$ cat config.mk
export PLATFORM = sky130hd
export DESIGN_NAME = dmem_bridge
export DESIGN_NICKNAME = d
export VERILOG_FILES = /design/src/rtl/dmem_bridge.sv
export SDC_FILE = /design/constraint.sdc
export NUM_CORES = 1
export LEC_CHECK = 0
export ABC_CLOCK_PERIOD_IN_PS = 3000
export BUFFER_PORTS_ARGS = -buffer_cell sky130_fd_sc_hd__buf_4
export CORE_MARGIN = 2
export CORE_UTILIZATION = 41
export DETAILED_ROUTE_END_ITERATION = 6
export GPL_TIMING_DRIVEN = 0
export PLACE_DENSITY = 0.73
export SLEW_MARGIN = 5
export SYNTH_ARGS = -nofsm -noshare
export SYNTH_HDL_FRONTEND = slang
export SYNTH_SLANG_ARGS = --single-unit
$ cat constraint.sdc
create_clock -name clk -period 3 [get_ports clk]
set_clock_uncertainty 0.2 [all_clocks]
set_input_delay 0.3 -clock clk [delete_from_list [all_inputs] [get_ports clk]]
set_output_delay 0.3 -clock clk [all_outputs]
set_load 0.02 [all_outputs]
$ cat src/rtl/dmem_bridge.sv
// Data-memory bus bridge: core data port to byte-enabled synchronous SRAM.
// One access at a time; ackd_n holds the core off until the access completes.
module dmem_bridge #(
    parameter int AW      = 16,
    parameter int MEM_LAT = 1
) (
    input  logic          clk,
    input  logic          rst,
    input  logic [31:0]   dad,
    input  logic          mreq,
    input  logic          write,
    input  logic [1:0]    size,
    input  logic [31:0]   wdata,
    output logic [31:0]   rdata,
    output logic          ackd_n,
    output logic          misalign_err,
    output logic          mem_cs,
    output logic          mem_we,
    output logic [AW-1:0] mem_addr,
    output logic [3:0]    mem_be,
    output logic [31:0]   mem_wdata,
    input  logic [31:0]   mem_rdata
);

    typedef enum logic [1:0] {
        S_IDLE,
        S_ISSUE,
        S_WAIT,
        S_DONE
    } state_t;

    localparam logic [3:0] LAT_M1 = 4'(MEM_LAT - 1);

    state_t        r_state;
    state_t        w_next;
    logic [AW-1:0] r_addr;
    logic          r_we;
    logic [1:0]    r_off;
    logic [1:0]    r_size;
    logic [3:0]    r_be;
    logic [31:0]   r_wdata;
    logic          r_err;
    logic [3:0]    r_cnt;
    logic [31:0]   r_rdata;

    logic          w_misalign;
    logic [3:0]    w_be;
    logic [31:0]   w_wrep;
    logic [31:0]   w_shift;
    logic [31:0]   w_rd;
    logic          w_accept;
    logic          w_unused_dad;

    assign w_unused_dad = ^dad[31:AW+2];
    assign w_accept     = (r_state == S_IDLE) && mreq;
    assign mem_addr     = r_addr;
    assign mem_wdata    = r_wdata;
    assign rdata        = r_rdata;

    // Decode the incoming request: alignment, byte enables, lane replication.
    always_comb begin
        w_misalign = 1'b0;
        w_be       = 4'b0000;
        w_wrep     = wdata;
        case (size)
            2'b00: begin
                w_misalign = (dad[1:0] != 2'b00);
                w_be       = 4'b1111;
                w_wrep     = wdata;
            end
            2'b01: begin
                w_misalign = dad[0];
                w_be       = dad[1] ? 4'b1100 : 4'b0011;
                w_wrep     = {2{wdata[15:0]}};
            end
            2'b10: begin
                w_misalign = 1'b0;
                w_be       = 4'b0001 << dad[1:0];
                w_wrep     = {4{wdata[7:0]}};
            end
            default: begin
                w_misalign = 1'b1;
                w_be       = 4'b0000;
                w_wrep     = wdata;
            end
        endcase
    end

    // Right-justify the addressed lane(s) of the SRAM word and zero-extend.
    always_comb begin
        w_shift = mem_rdata >> {r_off, 3'b000};
        w_rd    = 32'h0;
        case (r_size)
            2'b00:   w_rd = w_shift;
            2'b01:   w_rd = {16'h0, w_shift[15:0]};
            2'b10:   w_rd = {24'h0, w_shift[7:0]};
            default: w_rd = 32'h0;
        endcase
    end

    // State register; reset drops mem_cs at once since it decodes from state.
    always_ff @(posedge clk or posedge rst) begin
        if (rst) begin
            r_state <= S_IDLE;
        end else begin
            r_state <= w_next;
        end
    end

    // Next-state and handshake/SRAM strobes.
    always_comb begin
        w_next       = r_state;
        ackd_n       = 1'b1;
        misalign_err = 1'b0;
        mem_cs       = 1'b0;
        mem_we       = 1'b0;
        mem_be       = 4'b0000;
        case (r_state)
            S_IDLE: begin
                ackd_n = mreq;
                if (mreq) begin
                    w_next = w_misalign ? S_DONE : S_ISSUE;
                end
            end
            S_ISSUE: begin
                mem_cs = 1'b1;
                mem_we = r_we;
                mem_be = r_be;
                w_next = r_we ? S_DONE : S_WAIT;
            end
            S_WAIT: begin
                if (r_cnt == 4'd0) begin
                    w_next = S_DONE;
                end
            end
            S_DONE: begin
                ackd_n       = 1'b0;
                misalign_err = r_err;
                w_next       = S_IDLE;
            end
            default: w_next = S_IDLE;
        endcase
        if (rst) begin
            ackd_n = 1'b1;
        end
    end

    // Latch the request on acceptance; later input changes are ignored.
    always_ff @(posedge clk or posedge rst) begin
        if (rst) begin
            r_addr  <= '0;
            r_we    <= 1'b0;
            r_off   <= 2'b00;
            r_size  <= 2'b00;
            r_be    <= 4'b0000;
            r_wdata <= 32'h0;
            r_err   <= 1'b0;
        end else if (w_accept) begin
            r_addr  <= dad[AW+1:2];
            r_we    <= write;
            r_off   <= dad[1:0];
            r_size  <= size;
            r_be    <= w_be;
            r_wdata <= w_wrep;
            r_err   <= w_misalign;
        end
    end

    // Read-latency counter and load-data capture; rejected accesses clear rdata.
    always_ff @(posedge clk or posedge rst) begin
        if (rst) begin
            r_cnt   <= 4'd0;
            r_rdata <= 32'h0;
        end else begin
            if (w_accept && w_misalign) begin
                r_rdata <= 32'h0;
            end
            if (r_state == S_ISSUE && !r_we) begin
                r_cnt <= LAT_M1;
            end
            if (r_state == S_WAIT) begin
                if (r_cnt == 4'd0) begin
                    r_rdata <= w_rd;
                end else begin
                    r_cnt <= r_cnt - 4'd1;
                end
            end
        end
    end

endmodule
## After elaboration in Yosys (flattened, before gate mapping)

Cells that the tools add are included.
W data, S select, Z words.

- Bits in registers: 96
- Input port bits: 102
- Word-level logic and storage cells: 54

- $add $sub $neg: 1
- Equal/unequal tests: 9
- Shift operators: 2
- Mux-type cells: 22
- Reductions and logical operators: 10

Operator list:

| operator | count |
|---|---|
| $mux W32 | 3 |
| $pmux W32 S3 | 1 |
| $pmux W32 S2 | 1 |
| $shr A32 B5 Y32 | 1 |
| $mux W4 | 5 |
| $pmux W4 S3 | 1 |
| $eq A2 B2 Y1 const B | 4 |
| $pmux W2 S4 | 1 |
| $eq A2 B1 Y1 const B | 3 |
| $logic_not A2 Y1 | 3 |
| $mux W2 | 3 |
| $mux W1 | 5 |
| $logic_not A4 Y1 | 1 |
| $ne A2 B2 Y1 const B | 2 |
| $shl A1 B2 Y4 const A | 1 |
| $sub A4 B1 Y4 const B | 1 |
| $logic_and A1 B1 Y1 | 3 |
| $pmux W1 S3 | 1 |
| $pmux W1 S2 | 1 |
| $reduce_and A2 Y1 | 1 |
| $reduce_bool A2 Y1 | 1 |
| $logic_not A1 Y1 | 1 |

## Logic depth before layout (Yosys ltp)

- Word-level depth: 6
- Depth in mapped cells: 7
- Gate-level depth less buffers: 6

## Least setup slack after synthesis

No wires, ideal clock.

- Path type: input-to-output
- Start point: in rst
- End point: out ackd_n
- Data arrival time: 2.856 ns
- Data required time: 2.500 ns
- Slack: -0.356 ns
- Cell stages on the path: 2
- Cells stage by stage: inv_1 -> nand2_1

- Cells in the longest elaborated chain, start to end: 1

RTL lines:

| what | line | text |
|---|---|---|
| start: declaration | 8 | `input logic rst,` |
| $mux W1 | 143 | `if (rst) begin` |
| end: declaration | 15 | `output logic ackd_n,` |

Every way passes these cells.

## Worst setup path in the final report

- Start point: in size[1]
- End point: reg r_wdata[22], in the netlist mem_wdata[22]

- Cells in the longest elaborated chain, start to end: 2
- Elaborated cells between the ends (all ways): 3
- Those cells by class: eq/ne (2); mux (1)

RTL lines:

| what | line | text |
|---|---|---|
| start: declaration | 12 | `input logic [1:0] size,` |
| $eq A2 B2 Y1 or $eq A2 B1 Y1 (tied branches) | 65 | `case (size)` |
| $pmux W32 S2 (*) | 65 |  |
| end signal: assignment | 164 | `r_wdata <= w_wrep;` |
| end: declaration | 41 | `logic [31:0] r_wdata;` |

Every way passes the cells marked *; elsewhere a longest branch is shown, timed or not.
A chain may end at the register's enable or synchronous reset.

==> flow_summary.json <==
{
  "core_um2": 10800,
  "routed-wl-met3_um": 1330,
  "status": "complete, no violations",
  "final_core_util_pct": 63.8,
  "cts_setup_buffers": 0,
  "crit_type": "in -> reg",
  "highest_layer": "met4",
  "whs_ns": 0.0252,
  "max_slew.worst_pin.slew_ns": 0.821,
  "hold_path_depth": 3,
  "finalHoldViolations": 0,
  "drt-wirelength-per-cell_um": 17.3,
  "fill_cells": 831,
  "synth_top_area_cell": "dfrtp_1",
  "num_io_pins": 190,
  "grt_pass1_wl_um": 23200,
  "syn_area_per_cell_um2": 9.67,
  "post-route-min-period_ns": 2.60,
  "fin_cells": 859,
  "r2r-end": "rdata[30]$_DFF_PP0_",
  "p_int_mw": 3.82,
  "rr_startpoint": "r_state[0]$_DFFE_PP0P_",
  "cts_hold_buf": 57,
  "met2RoutedLength_um": 7260,
  "combPwrFrac_pct": 51.8,
  "drc": 0,
  "path_max_fanout": 10,
  "drv_cap": 0,
  "ir_drop_mv": 0.562,
  "grt-ovfl-total": 0,
  "grt.total_usage_pct": 25.4,
  "p_sw_mw": 2.84,
  "period_share_pct": 86.7,
  "cts_buffers": 9,
  "first_iter_violations": 325,
  "cts.htree.levels": 3,
  "synth_cell_types": 33,
  "reg2reg_slack_ns": 0.57,
  "drv_slew": 0,
  "routabilityCongestion": 0.857,
  "clkPwrFrac_pct": 14.7,
  "hpwl_um": 10400,
  "yosysWarnings": 0,
  "cts_buffer_depth": 2,
  "swShare_pct": 42.7,
  "postCtsResizedCells": 0,
  "powerDensity_nw_per_um2": 967,
  "synth-seq-cells": 96,
  "syn_area_um2": 4520,
  "nets": 826,
  "setup-tns-final_ns": 0,
  "synth_top_area_share_pct": 53.1,
  "syn_to_final_growth_pct": 52.1,
  "place_ws_ns": 0.566,
  "arrival_ns": 2.71,
  "cts.clk_slew.worst_paths_ns": 0.09,
  "routed_via_density": 5.25,
  "hold_class": "in -> reg",
  "grt_pass1_vias": 4679,
  "dp.cells": 786,
  "hp-start": "wdata[22]",
  "antenna_left": 0,
  "io_buffers": 175,
  "grt_max_degree": 36,
  "drtPass1Iterations": 5,
  "cp-end-kind": "flip-flop",
  "cts_tree": "done",
  "die_w_um": 109,
  "fmax_mhz": 384,
  "r2r_cells": 7,
  "wl_met1_um": 5930,
  "start_util_pct": 41.9,
  "fp.dieH_um": 109,
  "setup_viol": 0,
  "antenna_found_initial": 0,
  "routed-via-count": 4508,
  "hold-path-endpoint": "mem_wdata[22]$_DFFE_PP0P_",
  "cts-root-buf": "clkbuf_8",
  "netlist_instances": 468,
  "rsz0062_at_grt": "no",
  "die_area_um2": 11900,
  "ys_seq_area_share_pct": 53.1,
  "clk_latency_ns": 0.37,
  "antenna_cells": 0,
  "routed_wl_um": 14800,
  "cp.required_ns": 3.11,
  "clock-sinks": 96,
  "timing.final.ws_setup_ns": 0.398,
  "leakage_nw": 3.41,
  "synth.area.top_cells": "dfrtp_1 53%, nand2_1 9.0%, a22o_1 5.2%, mux2i_1 3.8%, nor2_1 3.2%",
  "synth.net_count": 580,
  "num_rows": 38,
  "drive_above_1_share_pct": 28.7,
  "slew_headroom_pct": 45.2,
  "power_frac_seq_pct": 33.5,
  "start_kind": "primary input"
}
-- layer usage --
metal  vias up  global-route usage, %
li1       2100                      -
met1      2148                   30.3
met2       231                   42.6
met3        29                   7.53
met4         0                   10.5
met5         -                      0
-- power by group through the flow --
stage | registers, mW | clock network (mW) | logic [mW]
floorplan | 2.78 | 0 | 1.39
global placement | 2.21 | 0 | 3.29
detailed placement | 2.23 | 0 | 3.38
CTS | 2.22 | 0.997 | 3.44
global route | 2.29 | 1.05 | 3.73
finish | 2.23 | 0.980 | 3.45
-- cell type report --
type / instances / area [µm²] / share of cell area [%]
clock inverter: 6 / 90.1 / 1.31
clock buffer: 10 / 138 / 2.00
tap: 140 / 175 / 2.54
sequential: 96 / 2400 / 34.9
buffer: 28 / 118 / 1.71
timing repair buffer: 235 / 1950 / 28.4
inverter: 14 / 56.3 / 0.818
multi-input combinational: 330 / 1950 / 28.4
-- worst max path at each step --
stage	start	end	slack [ns]	cells past startpoint
after floorplan	rst	ackd_n	0.34	2
after global placement	rst	ackd_n	-0.22	4
after detailed placement	r_state[0]$_DFFE_PP0P_	rdata[30]$_DFF_PP0_	0.57	7
after CTS	size[1]	mem_wdata[22]$_DFFE_PP0P_	0.46	9
after global routing	size[1]	mem_wdata[22]$_DFFE_PP0P_	0.25	9
final	size[1]	mem_wdata[22]$_DFFE_PP0P_	0.40	9
-- synth_stat cells --
master and number:
a22o_1 27, a211o_1 8, nand3_1 2, nor2b_1 9
o2bb2ai_1 8, and2_1 8, xnor2_1 1, nand2b_1 12
a221oi_1 8, nand2_1 109, ha_1 10, buf_4 1
nor3_1 4, a21o_1 1, buf_1 2, o21bai_1 2
nor4b_4 1, nor2_1 38, nor3b_1 1, dfrtp_1 96
a32o_1 8, o21ai_0 23, a211oi_1 1, o21ba_2 1
mux2i_1 17, inv_1 14, a21boi_1 1, o31ai_1 1
a21oi_1 27, and4bb_2 1, o2111ai_1 1, buf_2 7
clkbuf_1 18
-- placed cells by master, fill, tap and decap left out, types with 4 or more instances in the layout --
cell,n
nor2_1,38
o21ai_0,23
ha_1,10
a32o_1,8
nand2_1,109
a21oi_1,27
buf_2,7
nor2b_1,9
nand2b_1,12
o2bb2ai_1,8
a221oi_1,8
a22o_1,27
mux2i_1,17
clkbuf_1,18
clkbuf_8,10
a211o_1,8
buf_4,176
dfrtp_1,96
dlygate4sd3_1,57
and2_1,8
nor3_1,4
inv_1,13
-- registers in the layout, summed over array words and instances, names as in the netlist --
| register | cells |
|---|---|
| rdata | 32 |
| r_err | 1 |
| r_we | 1 |
| r_state | 2 |
| r_off | 2 |
| r_be | 4 |
| r_size | 2 |
| r_cnt | 4 |
| mem_addr | 16 |
| mem_wdata | 32 |
-- cell families (layout without fill, tap and decap cells) --
| group | Yosys count | count (layout) | synth area share (%) |
|---|---|---|---|
| simple gates | 185 | 185 | 17.8 |
| xor+xnor | 1 | 1 | 0.194 |
| compound gates | 117 | 117 | 18.6 |
| mux | 17 | 17 | 3.76 |
| flops | 96 | 96 | 53.1 |
| fa+ha+maj | 10 | 10 | 2.77 |
| buf+inv | 42 | 293 | 3.76 |
-- per-stage QoR --
step | total power [mW] | instance area [µm²]
after global placement | 5.51 | 6020
after detailed placement | 5.61 | 6080
after global routing | 7.07 | 6880
after CTS | 6.66 | 6880
after floorplan | 4.17 | 4530
final | 6.66 | 6880
-- critical path, cell delays in order --
cell and delay [ns]:
dlygate4sd3_1 0.55, buf_4 0.14, inv_1 0.05, ha_1 0.26, clkbuf_1 0.37, inv_1 0.22
nor2_1 0.49, a221oi_1 0.18, nor2_1 0.13
No activity file was read; power rests on OpenSTA's default activity.
